### src/rtl/tx_os_scheduler_if.sv
`default_nettype none
// ============================================================================
// tx_os_scheduler_if : TX LTSSM / LPIF FIFO / OS generator signals of the scheduler
// Rev 1.0
// ============================================================================
interface tx_os_scheduler_if;
    logic       LinkUp;
    logic       OSReq;
    logic [1:0] OSReqType;
    logic       OSAck;
    logic       FIFOReady;
    logic       DataBoundary;
    logic       HoldFIFOData;
    logic       MuxSel;
    logic       OSGeneratorStart;
    logic [1:0] OSType;
    logic       OSGeneratorBusy;
    logic       OSGeneratorFinish;
    logic       SkpMissed;
    logic       OSTimeoutErr;

    modport master (
        input  LinkUp, OSReq, OSReqType, FIFOReady, DataBoundary,
               OSGeneratorBusy, OSGeneratorFinish,
        output OSAck, HoldFIFOData, MuxSel, OSGeneratorStart, OSType,
               SkpMissed, OSTimeoutErr
    );

    modport slave (
        output LinkUp, OSReq, OSReqType, FIFOReady, DataBoundary,
               OSGeneratorBusy, OSGeneratorFinish,
        input  OSAck, HoldFIFOData, MuxSel, OSGeneratorStart, OSType,
               SkpMissed, OSTimeoutErr
    );
endinterface
`default_nettype wire

### src/rtl/tx_os_scheduler.sv
`default_nettype none
// ============================================================================
// tx_os_scheduler : arbitrates SKP / LTSSM ordered sets / FIFO data on the TX path
// Rev 1.0
// ============================================================================
module tx_os_scheduler #(
    parameter int SKP_INTERVAL = 1180,
    parameter int OS_TIMEOUT   = 256,
    parameter int CNT_W        = 16
) (
    input  wire logic         Pclk,
    input  wire logic         Reset,
    tx_os_scheduler_if.master bus
);
    typedef enum logic [1:0] {
        ST_IDLE  = 2'd0,
        ST_ISSUE = 2'd1,
        ST_WAIT  = 2'd2,
        ST_DATA  = 2'd3
    } state_t;

    localparam logic [CNT_W-1:0] SKP_LAST = CNT_W'(SKP_INTERVAL - 1);
    localparam logic [CNT_W-1:0] TMO_LAST = CNT_W'(OS_TIMEOUT - 1);
    localparam logic [1:0]       OS_SKP   = 2'b11;
    localparam logic [1:0]       OS_IDLE  = 2'b10;

    state_t           state_q, state_d;
    logic [CNT_W-1:0] skp_cnt_q, skp_cnt_d;
    logic [CNT_W-1:0] tmo_cnt_q, tmo_cnt_d;
    logic             skp_pend_q, skp_pend_d;
    logic             src_req_q, src_req_d;
    logic [1:0]       os_type_q, os_type_d;
    logic             hold_q, hold_d;
    logic             mux_q, mux_d;
    logic             start_q, start_d;
    logic             ack_q, ack_d;
    logic             missed_q, missed_d;
    logic             err_q, err_d;
    logic             skp_win, req_win, skp_issue, skp_expire;

    always_comb begin
        state_d    = state_q;
        os_type_d  = os_type_q;
        src_req_d  = src_req_q;
        tmo_cnt_d  = tmo_cnt_q;
        skp_cnt_d  = skp_cnt_q;
        skp_pend_d = skp_pend_q;
        ack_d      = 1'b0;
        err_d      = 1'b0;
        skp_issue  = 1'b0;
        skp_win    = skp_pend_q & bus.LinkUp;
        // A request still high while its own OSAck is out belongs to the finished OS.
        req_win    = bus.OSReq & ~ack_q;

        case (state_q)
            ST_IDLE: begin
                if (skp_win | req_win) begin
                    if (!bus.OSGeneratorBusy) begin
                        state_d   = ST_ISSUE;
                        skp_issue = skp_win;
                        src_req_d = ~skp_win;
                        os_type_d = skp_win ? OS_SKP :
                                    (bus.OSReqType == OS_SKP) ? OS_IDLE : bus.OSReqType;
                    end
                end else if (bus.FIFOReady & bus.LinkUp) begin
                    state_d = ST_DATA;
                end
            end
            ST_ISSUE: begin
                state_d   = ST_WAIT;
                tmo_cnt_d = '0;
            end
            ST_WAIT: begin
                tmo_cnt_d = tmo_cnt_q + 1'b1;
                if (bus.OSGeneratorFinish) begin
                    state_d = ST_IDLE;
                    ack_d   = src_req_q;
                end else if (tmo_cnt_q == TMO_LAST) begin
                    state_d = ST_IDLE;
                    err_d   = 1'b1;
                end
            end
            ST_DATA: begin
                if (!bus.LinkUp ||
                    (bus.DataBoundary && (skp_pend_q || bus.OSReq || !bus.FIFOReady))) begin
                    state_d = ST_IDLE;
                end
            end
            default: state_d = ST_IDLE;
        endcase

        // An expiry coinciding with an SKP issue opens a fresh interval rather than a miss.
        skp_expire = bus.LinkUp & (skp_cnt_q == SKP_LAST);
        missed_d   = skp_expire & skp_pend_q & ~skp_issue;
        if (!bus.LinkUp) begin
            skp_cnt_d  = '0;
            skp_pend_d = 1'b0;
        end else begin
            skp_cnt_d  = skp_expire ? '0 : skp_cnt_q + 1'b1;
            skp_pend_d = skp_expire | (skp_pend_q & ~skp_issue);
        end

        hold_d  = (state_d != ST_DATA);
        mux_d   = (state_d == ST_DATA);
        start_d = (state_d == ST_ISSUE);
    end

    always_ff @(posedge Pclk) begin
        if (!Reset) begin
            state_q    <= ST_IDLE;
            skp_cnt_q  <= '0;
            tmo_cnt_q  <= '0;
            skp_pend_q <= 1'b0;
            src_req_q  <= 1'b0;
            os_type_q  <= 2'b00;
            hold_q     <= 1'b1;
            mux_q      <= 1'b0;
            start_q    <= 1'b0;
            ack_q      <= 1'b0;
            missed_q   <= 1'b0;
            err_q      <= 1'b0;
        end else begin
            state_q    <= state_d;
            skp_cnt_q  <= skp_cnt_d;
            tmo_cnt_q  <= tmo_cnt_d;
            skp_pend_q <= skp_pend_d;
            src_req_q  <= src_req_d;
            os_type_q  <= os_type_d;
            hold_q     <= hold_d;
            mux_q      <= mux_d;
            start_q    <= start_d;
            ack_q      <= ack_d;
            missed_q   <= missed_d;
            err_q      <= err_d;
        end
    end

    assign bus.OSAck            = ack_q;
    assign bus.HoldFIFOData     = hold_q;
    assign bus.MuxSel           = mux_q;
    assign bus.OSGeneratorStart = start_q;
    assign bus.OSType           = os_type_q;
    assign bus.SkpMissed        = missed_q;
    assign bus.OSTimeoutErr     = err_q;
endmodule
`default_nettype wire

### src/flat_wrapper.sv
// flat-port wrapper written by rule: the top's interface ports become plain ports
module tx_os_scheduler_flat 
#(
    parameter int SKP_INTERVAL = 1180,
    parameter int OS_TIMEOUT   = 256,
    parameter int CNT_W        = 16
)
  (Pclk, Reset, bus_LinkUp, bus_OSReq, bus_OSReqType, bus_FIFOReady, bus_DataBoundary, bus_OSGeneratorBusy, bus_OSGeneratorFinish, bus_OSAck, bus_HoldFIFOData, bus_MuxSel, bus_OSGeneratorStart, bus_OSType, bus_SkpMissed, bus_OSTimeoutErr);
  tx_os_scheduler_if bus_i ();
  input  wire logic Pclk;
  input  wire logic Reset;
  input wire logic [$bits(bus_i.LinkUp)-1:0] bus_LinkUp;
  input wire logic [$bits(bus_i.OSReq)-1:0] bus_OSReq;
  input wire logic [$bits(bus_i.OSReqType)-1:0] bus_OSReqType;
  input wire logic [$bits(bus_i.FIFOReady)-1:0] bus_FIFOReady;
  input wire logic [$bits(bus_i.DataBoundary)-1:0] bus_DataBoundary;
  input wire logic [$bits(bus_i.OSGeneratorBusy)-1:0] bus_OSGeneratorBusy;
  input wire logic [$bits(bus_i.OSGeneratorFinish)-1:0] bus_OSGeneratorFinish;
  output wire logic [$bits(bus_i.OSAck)-1:0] bus_OSAck;
  output wire logic [$bits(bus_i.HoldFIFOData)-1:0] bus_HoldFIFOData;
  output wire logic [$bits(bus_i.MuxSel)-1:0] bus_MuxSel;
  output wire logic [$bits(bus_i.OSGeneratorStart)-1:0] bus_OSGeneratorStart;
  output wire logic [$bits(bus_i.OSType)-1:0] bus_OSType;
  output wire logic [$bits(bus_i.SkpMissed)-1:0] bus_SkpMissed;
  output wire logic [$bits(bus_i.OSTimeoutErr)-1:0] bus_OSTimeoutErr;
  assign bus_i.LinkUp = bus_LinkUp;
  assign bus_i.OSReq = bus_OSReq;
  assign bus_i.OSReqType = bus_OSReqType;
  assign bus_i.FIFOReady = bus_FIFOReady;
  assign bus_i.DataBoundary = bus_DataBoundary;
  assign bus_i.OSGeneratorBusy = bus_OSGeneratorBusy;
  assign bus_i.OSGeneratorFinish = bus_OSGeneratorFinish;
  assign bus_OSAck = bus_i.OSAck;
  assign bus_HoldFIFOData = bus_i.HoldFIFOData;
  assign bus_MuxSel = bus_i.MuxSel;
  assign bus_OSGeneratorStart = bus_i.OSGeneratorStart;
  assign bus_OSType = bus_i.OSType;
  assign bus_SkpMissed = bus_i.SkpMissed;
  assign bus_OSTimeoutErr = bus_i.OSTimeoutErr;
  tx_os_scheduler #(.SKP_INTERVAL(SKP_INTERVAL), .OS_TIMEOUT(OS_TIMEOUT), .CNT_W(CNT_W)) u_core (.Pclk(Pclk), .Reset(Reset), .bus(bus_i));
endmodule
### config.mk
export PLATFORM = sky130hd
export DESIGN_NAME = tx_os_scheduler_flat
export DESIGN_NICKNAME = d
export VERILOG_FILES = /design/src/rtl/tx_os_scheduler_if.sv /design/src/rtl/tx_os_scheduler.sv /design/src/flat_wrapper.sv
export SDC_FILE = /design/constraint.sdc
export NUM_CORES = 1
export LEC_CHECK = 0
export ABC_AREA = 1
export CORE_ASPECT_RATIO = 1.5
export CORE_MARGIN = 8
export CORE_UTILIZATION = 57
export DETAILED_ROUTE_END_ITERATION = 7
export PLACE_DENSITY = 0.78
export REMOVE_ABC_BUFFERS = 1
export SKIP_CTS_REPAIR_TIMING = 1
export SYNTH_ARGS = -nofsm -noshare
export SYNTH_HDL_FRONTEND = slang
export SYNTH_SLANG_ARGS = --single-unit
### constraint.sdc
create_clock -name Pclk -period 2 [get_ports Pclk]
set_input_delay 0.6 -clock Pclk [delete_from_list [all_inputs] [get_ports Pclk]]
set_output_delay 0.6 -clock Pclk [all_outputs]
set_load 0.01 [all_outputs]
==> results of run 1 <==
[synth_stat cells]
master / instances
a211oi_1: 1
a21oi_1: 18
a21oi_2: 2
a31oi_1: 2
buf_2: 1
buf_6: 1
dfxtp_1: 44
ha_1: 6
inv_1: 43
inv_2: 1
nand2_1: 58
nand2_2: 1
nand3_1: 21
nand3_2: 3
nand4_1: 10
nor2_1: 48
nor2_2: 2
nor3_1: 8
nor3_2: 2
nor3b_1: 1
nor4_1: 2
nor4_2: 1
o211a_1: 1
o211ai_1: 1
o21ai_0: 8
o221a_2: 1
o31ai_1: 1
or2_0: 1
or2_2: 3
xnor2_1: 2
xor2_1: 7
[layer usage]
metal / GRT usage, % / wire length [um] / vias up / share of wire, %
met5: 0 / 0 / - / 0
met2: 29.5 / 2500 / 47 / 53
li1: - / - / 1043 / -
met4: 9.12 / 149 / 0 / 3.2
met3: 3.44 / 154 / 16 / 3.3
met1: 16.2 / 1890 / 941 / 40
[worst max-delay path, stage by stage (launching register included)]
cell,delay [ns]
dfxtp_1,0.39
inv_1,0.10
ha_2,0.40
nand3_1,0.12
nor2_1,0.22
nand2_1,0.14
nor2_1,0.11
a21oi_1,0.07
nor3_1,0.15
[registers in the layout, summed over array words and instances (netlist names)]
name and count:
u_core.skp_cnt_q 16, u_core.tmo_cnt_q 16, u_core.bus.OSType 2, u_core.state_q 2
u_core.bus.HoldFIFOData 1, u_core.bus.MuxSel 1, u_core.bus.OSAck 1, u_core.bus.OSGeneratorStart 1
u_core.bus.OSTimeoutErr 1, u_core.bus.SkpMissed 1, u_core.skp_pend_q 1, u_core.src_req_q 1
[worst max path at each step]
stage	end
6_report	u_core.tmo_cnt_q[12]
5_1_grt	u_core.tmo_cnt_q[12]
4_1_cts	u_core.tmo_cnt_q[12]
3_5_place_dp	u_core.skp_cnt_q[12]
3_3_place_gp	u_core.skp_cnt_q[0]
2_1_floorplan	u_core.tmo_cnt_q[12]
[through the flow]
stage                     utilization, %  worst slack (ns)  power, mW  instances
after floorplan                        -             0.486       1.23        299
after global placement              67.7            0.0399       1.40        372
after detailed placement            67.7           0.00843       1.40        372
after CTS                           69.8             0.211       1.92        379
after global routing                69.9            0.0260       2.02        379
final                               69.9             0.218       1.91        379
[cell families after synthesis]
family | after synthesis
flip-flops | 44
XOR/XNOR | 9
adder cells (fa/ha/maj) | 6
AND/OR/NAND/NOR | 161
buffers and inverters | 46
AO/OA/AOI/OAI | 35
[power by group through the flow]
stage / logic, mW / clock network (mW) / registers, mW
floorplan: 0.240 / 0 / 0.988
global placement: 0.412 / 0 / 0.986
detailed placement: 0.417 / 0 / 0.987
CTS: 0.423 / 0.535 / 0.966
global route: 0.480 / 0.568 / 0.973
finish: 0.427 / 0.521 / 0.966
[layout make-up]
class                      count  area, um^2  area share (%)
multi-input combinational    211        1090            42.8
sequential                    44         881            34.5
clock inverter                 1        5.00           0.196
tap                           43        53.8            2.11
inverter                      44         165            6.48
timing repair buffer          30         280            11.0
clock buffer                   6        72.6            2.85
==> impl_metrics.csv, run 1 <==
group,metric,value,unit
grt,grtUsageTotal,16.3,%
clocking,htree_num_levels,2,
critical_path,required,2.22,ns
sta,setup_violations,0,
place,dp_hpwl,3640,um
grt,grt_first_pass_wirelength,8060,um
synth,synthCells,301,
sta,fin_crit_sh,89.1,%
critical_path,end_kind,"flop",
place,gp_congestion,1.01,
cells_and_area,fillers,329,
route,drt-total-wl,4700,um
sta,tns,0,ns
route,vias_per_cell,5.40,
critical_path,worstPathArrival,2.00,ns
critical_path,r2r-start,"u_core.state_q[1]",
route,drt_pre_antenna_iters,4,
clocking,root_buffer,"clkbuf_8",
clocking,ctsLongestPathBuffers,2,
pwr,p_sw_share,29.5,%
grt,grt_max_degree,13,
clocking,cts_tree,"built",
synth,synth.cell_area,2150,um^2
pwr,p_leak,1.00,nW
synth,yosysTopAreaCell,"dfxtp_1",
critical_path,worstSetupStartpoint,"u_core.state_q[1]",
synth,muxShareOfSynthArea,0,%
pwr,p_int,1.35,mW
clocking,clock_latency,0.29,ns
floorplan,core_area,3650,um^2
route,drc,0,
synth,synthAdderAreaFrac,3.49,%
critical_path,startpoint_type,"flop",
critical_path,worstSetupPathType,"flop to flop",
sta,grt_setup_unrepaired,"no",
route,post_drt_wl_per_cell,12.4,um
pwr,p_switching,565,uW
synth,synth_warnings,0,
sta,finalHoldViolCount,0,
synth,synth.avg_cell_area,7.15,um^2
critical_path,worst-path-max-fanout,6,
grt,grt_pass1_vias,1976,
sta,max-slew-margin-rel,76.9,%
place,dpl_cell_area,2470,um^2
cells_and_area,drive_gt1_share,10.7,%
cells_and_area,nets,352,
floorplan,io_pins,18,
critical_path,worst_r2r_endpoint,"u_core.tmo_cnt_q[12]",
synth,yosys.area_share.simple,34.0,%
clocking,clk_pin_slew,0.08,ns
floorplan,start_util,59.0,%
synth,synth_compound_area_share,9.48,%
pwr,combPwrFrac,22.3,%
critical_path,timing.reg2reg.setup_slack,0.22,ns
pwr,power_frac_seq,50.5,%
grt,grt_overflow_total,0,
pwr,peakVddDrop,704,uV
sta,slew_violations,0,
synth,synth.distinct_cells,31,
hold_path,min_path_type,"flop to flop",
pwr,power_density,751,nW/um^2
hold_path,min_from,"u_core.src_req_q",
synth,ys_ff_latch,44,
sta,max_freq,561,MHz
synth,ys_seq_area_share,40.9,%
flow_run,maxCapViolCount,0,
route,ant_nets,0,
hold_path,hold_path_depth,2,
cells_and_area,syn_to_final_growth,18.5,%
sta,min_period,1.78,ns
status,outcome,"complete, no violations",
cells_and_area,final_common_cell,"nand2_1",
critical_path,rr_worst_depth,8,
clocking,cts_buffers,5,
floorplan,num_rows,27,
synth,synth_top_family_by_area,"simple AND/OR/NAND/NOR gates",
floorplan,die_y,91.3,um
route,vias,2047,
clocking,cts.sinks,44,
cells_and_area,final_cell_mix,"nand2_1, nor2_1, dfxtp_1",
floorplan,fp.dieArea,6040,um^2
route,first_iter_violations,119,
place,port_buffers,17,
cells_and_area,antennaDiodeCount,0,
synth,synth-xor-area-share,3.66,%
pwr,p_clk_share,27.2,%
sta,whs,0.455,ns
synth,netlist.area_leader.share,40.9,%
sta,finClkSkew,0.00980,ns
cells_and_area,stdcell_area,2550,um^2
synth,yosys-top-cells-area,"dfxtp_1, nand2_1, nor2_1",
grt,antenna_found_initial,0,
hold_path,min_to,"u_core.bus.OSAck",
floorplan,fp.dieW,66.2,um
sta,tightest_slew,0.344,ns
Power figures use the tool's default switching activity.
==> inputs of run 2 (changes only) <==
- CORE_ASPECT_RATIO: 1.5 -> 0.5
- CORE_MARGIN: 8 -> unset
==> impl_metrics.csv, run 2 (same netlist as run 1, synthesis figures left out) <==
group,metric,value,unit
sta,max_freq,556,MHz
floorplan,die_y,45.5,um
route,first_iter_violations,107,
floorplan,io_pins,18,
pwr,p_leak,0.985,nW
floorplan,num_rows,15,
critical_path,startpoint_type,"flop",
route,drc,0,
cells_and_area,syn_to_final_growth,18.1,%
critical_path,worstSetupPathType,"flop to output pin",
critical_path,cpLargestDelayFamily,"buffers and inverters",
route,vias,2008,
sta,grt_setup_unrepaired,"no",
clocking,clk_pin_slew,0.08,ns
critical_path,cp_cell_sequence,"clkdlybuf4s50_1",
route,vias_per_cell,5.23,
sta,setup_violations,0,
sta,finClkSkew,0.00534,ns
cells_and_area,drive_gt1_share,9.61,%
route,drt-total-wl,4430,um
clocking,cts_tree,"built",
sta,fin_crit_sh,89.8,%
cells_and_area,final_common_cell,"nand2_1",
cells_and_area,nets,348,
grt,grt_pass1_vias,1812,
pwr,peakVddDrop,487,uV
cells_and_area,instances_no_fill,384,
place,gp_congestion,0.876,
route,ant_nets,0,
floorplan,start_util,61.0,%
clocking,clock_latency,0.29,ns
route,post_drt_wl_per_cell,11.5,um
grt,grt_overflow_total,0,
critical_path,critical-path-max-stage-delay,0.54,ns
cells_and_area,reg.largest.list,"u_core.skp_cnt_q (16), u_core.tmo_cnt_q (16)",
hold_path,min_path_type,"flop to flop",
cells_and_area,fillers,292,
clocking,root_buffer,"clkbuf_8",
clocking,ctsLongestPathBuffers,2,
clocking,htree_num_levels,2,
sta,finalHoldViolCount,0,
sta,max-slew-margin-rel,76.9,%
flow_run,maxCapViolCount,0,
critical_path,critPathSlowestCell,"clkdlybuf4s50_1",
grt,grt_max_degree,17,
floorplan,fp.dieArea,4040,um^2
critical_path,crit_buf_inv,1,
cells_and_area,antennaDiodeCount,0,
route,wl_met3,194,um
critical_path,required,1.40,ns
status,outcome,"complete, no violations",
grt,grtUsageTotal,23.9,%
sta,tightest_slew,0.345,ns
route,wl_met1,1930,um
floorplan,core_area,3530,um^2
place,dpl.cell_count,376,
route,wl_met2,2180,um
clocking,cts.sinks,44,
critical_path,timing.reg2reg.setup_slack,0.21,ns
place,dp_hpwl,3460,um
cells_and_area,final_cell_mix,"nand2_1, nor2_1, dfxtp_1",
clocking,cts_buffers,5,
sta,tns,0,ns
grt,antenna_found_initial,0,
critical_path,worst-path-max-fanout,2,
floorplan,fp.dieW,88.9,um
critical_path,end_kind,"output pin",
sta,min_period,1.80,ns
sta,slew_violations,0,
route,top_layer_used,"met4",
pwr,power_density,766,nW/um^2
place,port_buffers,17,
critical_path,worstPathArrival,1.20,ns
route,drt_pre_antenna_iters,4,
grt,grt_first_pass_wirelength,7270,um
## run 2: final cells by class
type                            instances  area (um^2)  area share (%)
Multi-Input combinational cell        211         1090            43.0
Sequential cell                        44          881            34.6
Timing Repair Buffer                   26          250            9.84
Inverter                               44          165            6.50
Clock buffer                            8         90.1            3.54
Tap cell                               51         63.8            2.51
## run 2: worst paths after layout
path / startpoint / endpoint / depth (start not counted)
setup / recovery: u_core.bus.OSType[0] / bus_OSType[0] / 1
hold / removal: u_core.src_req_q / u_core.bus.OSAck / 2
hold reg to reg: u_core.src_req_q / u_core.bus.OSAck / 2
setup reg to reg: u_core.state_q[1] / u_core.tmo_cnt_q[12] / 8
## run 2: power by group
| part | leakage [nW] | internal (mW) | switching, mW |
|---|---|---|---|
| registers | 0.356 | 0.927 | 0.0387 |
| clock network | 0.0455 | 0.282 | 0.280 |
| logic | 0.584 | 0.177 | 0.244 |
| total | 0.985 | 1.39 | 0.563 |
## run 2: per-layer routing
metal,vias to the layer above,track usage [%]
li1,1037,-
met1,897,25.6
met2,55,45.1
met3,19,5.98
met4,0,12.6
met5,-,0
## run 2: per-stage QoR
stage / setup WS, ns / util [%] / power (mW) / hold slack, ns / area (um^2)
6_report: 0.203 / 72.1 / 1.95 / 0.449 / 2540
2_1_floorplan: 0.486 / - / 1.23 / 0.406 / 2140
3_3_place_gp: 0.0331 / 69.4 / 1.38 / 0.432 / 2450
4_1_cts: 0.130 / 72.0 / 1.96 / 0.446 / 2540
3_5_place_dp: -0.0183 / 69.4 / 1.40 / 0.440 / 2450
5_1_grt: 0.0350 / 72.1 / 2.06 / 0.461 / 2540
==> inputs of run 3 (changes only) <==
- CORE_MARGIN: unset -> 1.5
==> impl_metrics.csv, run 3 (same netlist as run 1, synthesis figures left out) <==
group,metric,value,unit
floorplan,start_util,61.0,%
grt,grt_first_pass_wirelength,7410,um
critical_path,critical-path-max-stage-delay,0.44,ns
grt,grt_pass1_vias,1827,
floorplan,fp.dieW,89.9,um
critical_path,startpoint_type,"flop",
floorplan,die_y,46.5,um
route,vias,1970,
pwr,power_density,761,nW/um^2
place,dp_hpwl,3330,um
critical_path,required,2.22,ns
critical_path,crit_top_cell,"nor2_1",
floorplan,num_rows,15,
clocking,clock_latency,0.29,ns
status,outcome,"complete, no violations",
grt,grt_overflow_total,0,
critical_path,worstSetupPathType,"flop to flop",
cells_and_area,fillers,299,
sta,whs,0.442,ns
cells_and_area,syn_to_final_growth,18.0,%
clocking,root_buffer,"clkbuf_8",
grt,grt_max_degree,17,
sta,slew_violations,0,
critical_path,end_kind,"flop",
cells_and_area,reg.largest.list,"u_core.skp_cnt_q (16), u_core.tmo_cnt_q (16)",
cells_and_area,nets,348,
place,port_buffers,17,
pwr,p_clk_share,29.1,%
grt,antenna_found_initial,0,
clocking,cts_buffers,5,
critical_path,crit_buf_inv,1,
sta,fin_crit_sh,90.7,%
sta,setup_violations,0,
flow_run,maxCapViolCount,0,
pwr,p_leak,0.986,nW
route,drt_pre_antenna_iters,4,
route,first_iter_violations,109,
critical_path,cp_cell_sequence,"inv_1 > ha_1 > nand3_1 > nor2_1 > nand2_1 > nor2_1 > a21oi_1 > nor3_1",
place,gp_congestion,0.894,
pwr,combPwrFrac,20.9,%
cells_and_area,drive_gt1_share,9.31,%
route,drt-total-wl,4320,um
clocking,clk_pin_slew,0.08,ns
pwr,p_sw_share,29.0,%
critical_path,cpLargestDelayFamily,"simple AND/OR/NAND/NOR gates",
cells_and_area,multiInputGateArea,1090,um^2
critical_path,worst-path-max-fanout,8,
clocking,ctsLongestPathBuffers,2,
cells_and_area,final_common_cell,"nand2_1",
grt,grtUsageTotal,23.1,%
route,post_drt_wl_per_cell,11.2,um
sta,max_freq,551,MHz
pwr,p_switching,561,uW
critical_path,worstPathArrival,2.03,ns
pwr,power_frac_seq,50.1,%
cells_and_area,final_cell_mix,"nand2_1, nor2_1, dfxtp_1",
sta,grt_setup_unrepaired,"no",
clocking,htree_num_levels,2,
sta,min_period,1.81,ns
clocking,cts.sinks,44,
route,drc,0,
sta,tns,0,ns
floorplan,fp.dieArea,4180,um^2
sta,finalHoldViolCount,0,
critical_path,critPathSlowestCell,"ha_1",
pwr,peakVddDrop,405,uV
cells_and_area,antennaDiodeCount,0,
route,vias_per_cell,5.13,
floorplan,io_pins,18,
hold_path,min_path_type,"flop to flop",
cells_and_area,regArea,881,um^2
pwr,p_int,1.37,mW
sta,tightest_slew,0.338,ns
sta,finClkSkew,0.00436,ns
floorplan,core_area,3530,um^2
route,ant_nets,0,
sta,max-slew-margin-rel,77.3,%
clocking,cts_tree,"built",
run 3: final timing paths:
path	slack [ns]	start	end	cells past startpoint
worst max-delay path	0.19	u_core.state_q[1]	u_core.tmo_cnt_q[12]	8
worst min-delay path	0.44	u_core.src_req_q	u_core.bus.OSAck	2
worst min register to register	0.44	u_core.src_req_q	u_core.bus.OSAck	2
worst max register to register	0.19	u_core.state_q[1]	u_core.tmo_cnt_q[12]	8
run 3: layout make-up:
cell class              instances  area share, %
repair buffers                 26           9.85
clock buffers                   8           3.55
multi-input cells             211           42.9
well taps                      51           2.51
flip-flops and latches         44           34.7
inverters                      44           6.50
run 3: power by group through the flow:
stage          registers (mW)  logic (mW)  clock network [mW]
2_1_floorplan           0.988       0.240                   0
3_3_place_gp            0.984       0.383                   0
3_5_place_dp            0.985       0.395                   0
4_1_cts                 0.967       0.402               0.575
5_1_grt                 0.972       0.448               0.617
6_report                0.968       0.403               0.562
run 3: worst min-delay path, delay by kind of cell, from the launching register on:
family,cells,cell delay [ns]
flops,1,0.32
simple gates,2,0.08
run 3: routing by layer:
layer,GRT usage [%],routed length [um]
met2,42.6,2090
met1,25.8,1950
met5,0,0
met4,8.57,77
met3,8.25,197
run 3: per-stage QoR:
| step | setup slack [ns] | power, mW | utilization, % | area, um^2 | instances |
|---|---|---|---|---|---|
| after CTS | 0.199 | 1.94 | 72.0 | 2540 | 384 |
| final | 0.187 | 1.93 | 72.0 | 2540 | 384 |
| after global routing | 0.00956 | 2.04 | 72.0 | 2540 | 384 |
| after detailed placement | -0.0310 | 1.38 | 69.4 | 2450 | 376 |
| after floorplan | 0.486 | 1.23 | - | 2140 | 299 |
| after global placement | 0.0491 | 1.37 | 69.4 | 2450 | 376 |
